===== config.mk =====
export PLATFORM = sky130hd
export DESIGN_NAME = ula_muldiv
export DESIGN_NICKNAME = d
export VERILOG_FILES = /design/src/rtl/muldiv_pkg.sv /design/src/rtl/muldiv_step.sv /design/src/rtl/ula_muldiv.sv
export SDC_FILE = /design/constraint.sdc
export NUM_CORES = 1
export LEC_CHECK = 0
export ABC_AREA = 0
export CAP_MARGIN = 20
export CORE_MARGIN = 2
export CORE_UTILIZATION = 38
export CTS_CLUSTER_SIZE = 24
export DETAILED_ROUTE_END_ITERATION = 8
export PLACE_DENSITY = 0.61
export SLEW_MARGIN = 20
export SYNTH_ARGS = -nofsm -noshare
export SYNTH_HDL_FRONTEND = slang
export SYNTH_HIERARCHICAL = 1
export SYNTH_SLANG_ARGS = --single-unit
export TNS_END_PERCENT = 5

===== constraint.sdc =====
create_clock -name clk -period 8.1 [get_ports clk]
set_input_delay 0.81 -clock clk [delete_from_list [all_inputs] [get_ports clk]]
set_output_delay 0.81 -clock clk [all_outputs]
set_load 0.02 [all_outputs]

===== src/rtl/muldiv_pkg.sv =====
// Shared definitions for the HI/LO multiply/divide unit.
// Holds op encodings, FSM state type and the divide-by-zero quotient.
// Helpers classify an op as signed and/or divide.
package muldiv_pkg;

  localparam logic [1:0] OP_MULT  = 2'b00;
  localparam logic [1:0] OP_MULTU = 2'b01;
  localparam logic [1:0] OP_DIV   = 2'b10;
  localparam logic [1:0] OP_DIVU  = 2'b11;

  typedef enum logic [1:0] {
    ST_IDLE  = 2'd0,
    ST_CALC  = 2'd1,
    ST_FINAL = 2'd2
  } state_t;

  // Quotient reported for any division by zero (no trap is raised).
  localparam logic [31:0] DIV0_LO = 32'hFFFF_FFFF;

  function automatic logic op_is_signed(input logic [1:0] op_v);
    return (op_v == OP_MULT) || (op_v == OP_DIV);
  endfunction

  function automatic logic op_is_div(input logic [1:0] op_v);
    return (op_v == OP_DIV) || (op_v == OP_DIVU);
  endfunction

endpackage


===== src/rtl/muldiv_step.sv =====
// One radix-2 iteration: shift-add multiply or restoring divide.
// Latency: purely combinational, no state.
// Backpressure: none; the caller decides when to register acc_nxt.
//
// Ports:
//   acc      : 2*WIDTH+1 accumulator. Multiply: {0, partial hi, multiplier
//              bits still to consume}. Divide: {partial remainder, dividend
//              bits / quotient bits}.
//   opnd     : multiplicand (multiply) or divisor (divide), unsigned magnitude.
//   mode_div : 1 = divide step, 0 = multiply step.
//   acc_nxt  : accumulator after this iteration.
module muldiv_step #(
  parameter int WIDTH = 32
) (
  input  logic [2*WIDTH:0]   acc,
  input  logic [WIDTH-1:0]   opnd,
  input  logic               mode_div,
  output logic [2*WIDTH:0]   acc_nxt
);

  logic [WIDTH:0]   mul_sum;
  logic [2*WIDTH:0] div_sh;
  logic [WIDTH:0]   div_trial;
  logic             div_fits;
  logic             unused_acc_msb;

  // The top bit of the accumulator is always zero on entry: the multiply
  // path keeps it clear and the divide remainder never reaches 2^WIDTH.
  assign unused_acc_msb = acc[2*WIDTH];

  // Multiply: add multiplicand into the upper half when the current
  // multiplier LSB is set, then shift the whole accumulator right.
  assign mul_sum = {1'b0, acc[2*WIDTH-1:WIDTH]} + (acc[0] ? {1'b0, opnd} : '0);

  // Divide: shift next dividend bit into the remainder and try subtracting.
  assign div_sh    = {acc[2*WIDTH-1:0], 1'b0};
  assign div_fits  = div_sh[2*WIDTH:WIDTH] >= {1'b0, opnd};
  assign div_trial = div_sh[2*WIDTH:WIDTH] - {1'b0, opnd};

  always_comb begin
    acc_nxt = '0;
    if (mode_div) begin
      if (div_fits) begin
        acc_nxt = {div_trial, div_sh[WIDTH-1:1], 1'b1};
      end else begin
        acc_nxt = div_sh;
      end
    end else begin
      acc_nxt = {1'b0, mul_sum, acc[WIDTH-1:1]};
    end
  end

endmodule


===== src/rtl/ula_muldiv.sv =====
// Iterative MULT/MULTU/DIV/DIVU unit holding the HI/LO registers.
// Latency: start sampled at E0, busy for 33 cycles, HI/LO written at E33.
// Backpressure: busy stalls the pipeline; start/mthi/mtlo ignored while busy.
//
// Ports:
//   clk, rst_n : clock, asynchronous active-low reset.
//   start, op  : begin an operation (00 MULT, 01 MULTU, 10 DIV, 11 DIVU).
//   ln1, ln2   : multiplicand/dividend and multiplier/divisor; ln1 is also
//                the data for mthi/mtlo.
//   mthi, mtlo : write ln1 into HI / LO while idle.
//   busy, done : operation in progress / one-cycle result-written pulse.
//   hi, lo     : HI and LO registers.
module ula_muldiv
  import muldiv_pkg::*;
#(
  parameter int WIDTH = 32,
  parameter int CNT_W = 6
) (
  input  logic             clk,
  input  logic             rst_n,
  input  logic             start,
  input  logic [1:0]       op,
  input  logic [WIDTH-1:0] ln1,
  input  logic [WIDTH-1:0] ln2,
  input  logic             mthi,
  input  logic             mtlo,
  output logic             busy,
  output logic             done,
  output logic [WIDTH-1:0] hi,
  output logic [WIDTH-1:0] lo
);

  localparam int AW = 2 * WIDTH + 1;

  state_t           state_q, state_d;
  logic [CNT_W-1:0] cnt_q,   cnt_d;
  logic [1:0]       op_q,    op_d;
  logic             sa_q,    sa_d;
  logic             sb_q,    sb_d;
  logic [AW-1:0]    acc_q,   acc_d;
  logic [WIDTH-1:0] opnd_q,  opnd_d;
  logic [WIDTH-1:0] hi_q,    hi_d;
  logic [WIDTH-1:0] lo_q,    lo_d;
  logic             done_q,  done_d;

  // Operand signs and magnitudes at issue. Negating INT_MIN yields the same
  // bit pattern, which read as unsigned is exactly 2^(WIDTH-1).
  logic             in_signed, in_div, sgn_a, sgn_b;
  logic [WIDTH-1:0] mag_a, mag_b;

  assign in_signed = op_is_signed(op);
  assign in_div    = op_is_div(op);
  assign sgn_a     = in_signed & ln1[WIDTH-1];
  assign sgn_b     = in_signed & ln2[WIDTH-1];
  assign mag_a     = sgn_a ? -ln1 : ln1;
  assign mag_b     = sgn_b ? -ln2 : ln2;

  logic [AW-1:0] acc_step;

  muldiv_step #(
    .WIDTH (WIDTH)
  ) u_step (
    .acc      (acc_q),
    .opnd     (opnd_q),
    .mode_div (op_is_div(op_q)),
    .acc_nxt  (acc_step)
  );

  // Sign fix-up of the finished magnitudes.
  logic [2*WIDTH-1:0] prod, prod_fix;
  logic [WIDTH-1:0]   quo, quo_fix, rem, rem_fix;
  logic               div_by_zero;
  logic               unused_acc_msb;

  assign unused_acc_msb = acc_q[AW-1];
  assign prod        = acc_q[2*WIDTH-1:0];
  assign prod_fix    = (sa_q ^ sb_q) ? -prod : prod;
  assign quo         = acc_q[WIDTH-1:0];
  assign rem         = acc_q[2*WIDTH-1:WIDTH];
  assign quo_fix     = (sa_q ^ sb_q) ? -quo : quo;
  assign rem_fix     = sa_q ? -rem : rem;
  // With a zero divisor every trial subtraction succeeds, so the remainder
  // rebuilds the dividend magnitude; rem_fix therefore returns ln1 as issued.
  assign div_by_zero = (opnd_q == '0);

  always_comb begin
    state_d = state_q;
    cnt_d   = cnt_q;
    op_d    = op_q;
    sa_d    = sa_q;
    sb_d    = sb_q;
    acc_d   = acc_q;
    opnd_d  = opnd_q;
    hi_d    = hi_q;
    lo_d    = lo_q;
    done_d  = 1'b0;

    case (state_q)
      ST_IDLE: begin
        if (start) begin
          // start takes priority; simultaneous moves are dropped.
          state_d = ST_CALC;
          op_d    = op;
          sa_d    = sgn_a;
          sb_d    = sgn_b;
          cnt_d   = '0;
          // Low half of the accumulator holds the bits consumed one per
          // step: the multiplier for MULT, the dividend for DIV.
          acc_d   = {{(WIDTH + 1){1'b0}}, (in_div ? mag_a : mag_b)};
          opnd_d  = in_div ? mag_b : mag_a;
        end else begin
          if (mthi) hi_d = ln1;
          if (mtlo) lo_d = ln1;
        end
      end

      ST_CALC: begin
        acc_d = acc_step;
        cnt_d = cnt_q + CNT_W'(1);
        if (cnt_q == CNT_W'(WIDTH - 1)) begin
          state_d = ST_FINAL;
        end
      end

      ST_FINAL: begin
        if (op_is_div(op_q)) begin
          hi_d = rem_fix;
          lo_d = div_by_zero ? WIDTH'(DIV0_LO) : quo_fix;
        end else begin
          hi_d = prod_fix[2*WIDTH-1:WIDTH];
          lo_d = prod_fix[WIDTH-1:0];
        end
        done_d  = 1'b1;
        state_d = ST_IDLE;
      end

      default: begin
        state_d = ST_IDLE;
      end
    endcase
  end

  always_ff @(posedge clk or negedge rst_n) begin
    if (!rst_n) begin
      state_q <= ST_IDLE;
      cnt_q   <= '0;
      op_q    <= '0;
      sa_q    <= 1'b0;
      sb_q    <= 1'b0;
      acc_q   <= '0;
      opnd_q  <= '0;
      hi_q    <= '0;
      lo_q    <= '0;
      done_q  <= 1'b0;
    end else begin
      state_q <= state_d;
      cnt_q   <= cnt_d;
      op_q    <= op_d;
      sa_q    <= sa_d;
      sb_q    <= sb_d;
      acc_q   <= acc_d;
      opnd_q  <= opnd_d;
      hi_q    <= hi_d;
      lo_q    <= lo_d;
      done_q  <= done_d;
    end
  end

  assign busy = (state_q != ST_IDLE);
  assign done = done_q;
  assign hi   = hi_q;
  assign lo   = lo_q;

endmodule


==> flow_summary.ini <==
[setup_path]
reg2reg_slack_ns = 4.13
crit_top_cell = o21ai_1
slowest_delay_ns = 0.46
crit_path_end = acc_q[61]
cp-end-kind = register
crit_buf_inv = 1
crit_slowest_cell = dfrtp_1
cp_top_family = compound AO/OA/AOI/OAI gates
crit_required_ns = 8.41
worstSetupPathType = reg2reg
arrival_ns = 4.28
critPathLaunch = acc_q[0]
crit_chain = buf_4, and2_1, ha_1, fa_1, a21o_1, a21oi_1, o21ai_1, o21ai_1, o31ai_2, a21oi_2, o2111ai_1, a21boi_0, xor2_1, mux2i_1, nand2_1, o21ai_0
start_kind = register
crit-reg2reg-launch = acc_q[0]
rr_endpoint = acc_q[61]
path_depth = 16
crit_path_max_fanout = 32
rr_worst_depth = 16

[synth]
synth_nets = 2048
syn_area_mm2 = 0.01546
netlist_instances = 1906
yosysWarnings = 6
avgSynthCellArea_um2 = 8.110

[clock_tree]
cts_root_buffer = clkbuf_16
path_clk_slew_ns = 0.08
worstSkewPairLatency_ns = 0.46
htreeDepth = 4
cts.sinks = 172
ctsResizeCount = 0
cts_buffers = 17
cts_setup_buffers = 0
clk_path_buf_depth = 2
cts_tree = built
hold_buffers = 0

[floorplanning]
die_h_um = 205.7
ios = 137
rows = 73
core_area_mm2 = 0.03991
die_w_um = 205.7
initial_core_util_pct = 38.73
die_area_mm2 = 0.04231

[timing]
setup_violations = 0
rsz0062_at_grt = no
setup_ws_ns = 4.134
min_period_ns = 3.966
slew_headroom_pct = 24.63
finalCritPeriodShare_pct = 48.96
whs_ns = 0.4134
drv_slew = 0
tightest_slew_ns = 1.127
setup_tns_ns = 0
hold_violations = 0
finClkSkew_ns = 0.01106
fmax_mhz = 252.2

[status]
status = finished, final reports clean

[grt]
grt_max_degree = 80
grt.total_usage_pct = 27.64
antenna_found_initial = 2
grt_pass1_vias = 14433
grt_pass1_wl_um = 88670
grt_overflow = 0

[cells_and_area]
ff_latch_area_mm2 = 0.004305
fin_area_mm2 = 0.01779
antennaDiodeCount = 0
utilization_pct = 44.58
syn_to_final_growth_pct = 15.12
fin_nets = 2112
layout-drive-gt1-share_pct = 8.775
multi_input_area_mm2 = 0.01041
final_cell_count_no_fill = 2508
fillCellCount = 3976

[drt]
drt_iter0_drc = 1535
drc = 0
postRouteAntennaNets = 0
dr.pass1.iters = 6
num_vias = 15408
routed_via_density = 6.144
wl_per_cell_um = 23.28
wirelength_um = 58400

[power_and_ir_drop]
power_mw = 7.257
ir_worst_vdd_uv = 209.0
p_leak_nw = 7.349
power_density_mw_per_mm2 = 407.8

[min_path]
hold_path_class = in2async

[placed_design]
post-place-ws_ns = 4.219
dpl_cell_area_mm2 = 0.01719
dp_hpwl_um = 42920
port_buffers = 136
gp_congestion = 0.9538
dp_cells = 2476

[run]
drv_cap = 0
-- power by group --
group	internal (mW)	switching [mW]	leakage, nW
Clock	0.495	0.399	0.282
Sequential	1.17	0.634	2.10
Combinational	1.96	2.60	4.97
-- sequential cells by signal, indices dropped and copies added (netlist names) --
name	cells
acc_q	64
opnd_q	32
sb_q	1
lo	32
cnt_q	6
state_q	2
done	1
op_q	1
sa_q	1
hi	32
-- cell usage in the layout, fill, tap and decap left out, drive strengths merged, types with 9 or more instances in the layout --
cell type,n
nor3,32
a21o,39
xor2,78
a31oi,16
a211oi,18
o41ai,21
a21oi,174
nand3,31
xnor2,89
a31o,11
nand2,204
nor4,27
o211ai,19
and3,30
or2,9
and2,39
or3,25
ha,69
mux2,46
clkdlybuf4s50,135
nor2,134
nand2b,16
buf,28
o21ai,162
nand4,18
o221ai,33
a221o,40
dfrtp,172
mux2i,32
clkbuf,19
inv,69
nor2b,19
o31ai,31
-- routing by layer --
metal	track usage, %	vias to the layer above	wire length, um
met1	38.30	7527	26130
met3	6.842	101	4985
met5	0	-	10
li1	-	7100	-
met2	42.11	678	25600
met4	8.659	2	1663
-- layout make-up --
type                       count  area share [%]
multi-input combinational   1548           58.47
sequential                   172           24.19
timing repair buffer         163           8.796
tap                          525           3.691
clock buffer                  19           2.489
inverter                      68           1.434
clock inverter                13          0.9211
-- how the worst min path moves through the flow --
stage / startpoint / endpoint / cells past startpoint
after floorplan: cnt_q[5] / cnt_q[5] / 1
after global placement: cnt_q[5] / cnt_q[5] / 1
after detailed placement: cnt_q[5] / cnt_q[5] / 1
after CTS: rst_n / lo[28] / 1
after global routing: rst_n / lo[24] / 1
final: rst_n / lo[28] / 1
No activity file was read; power rests on OpenSTA's default activity.
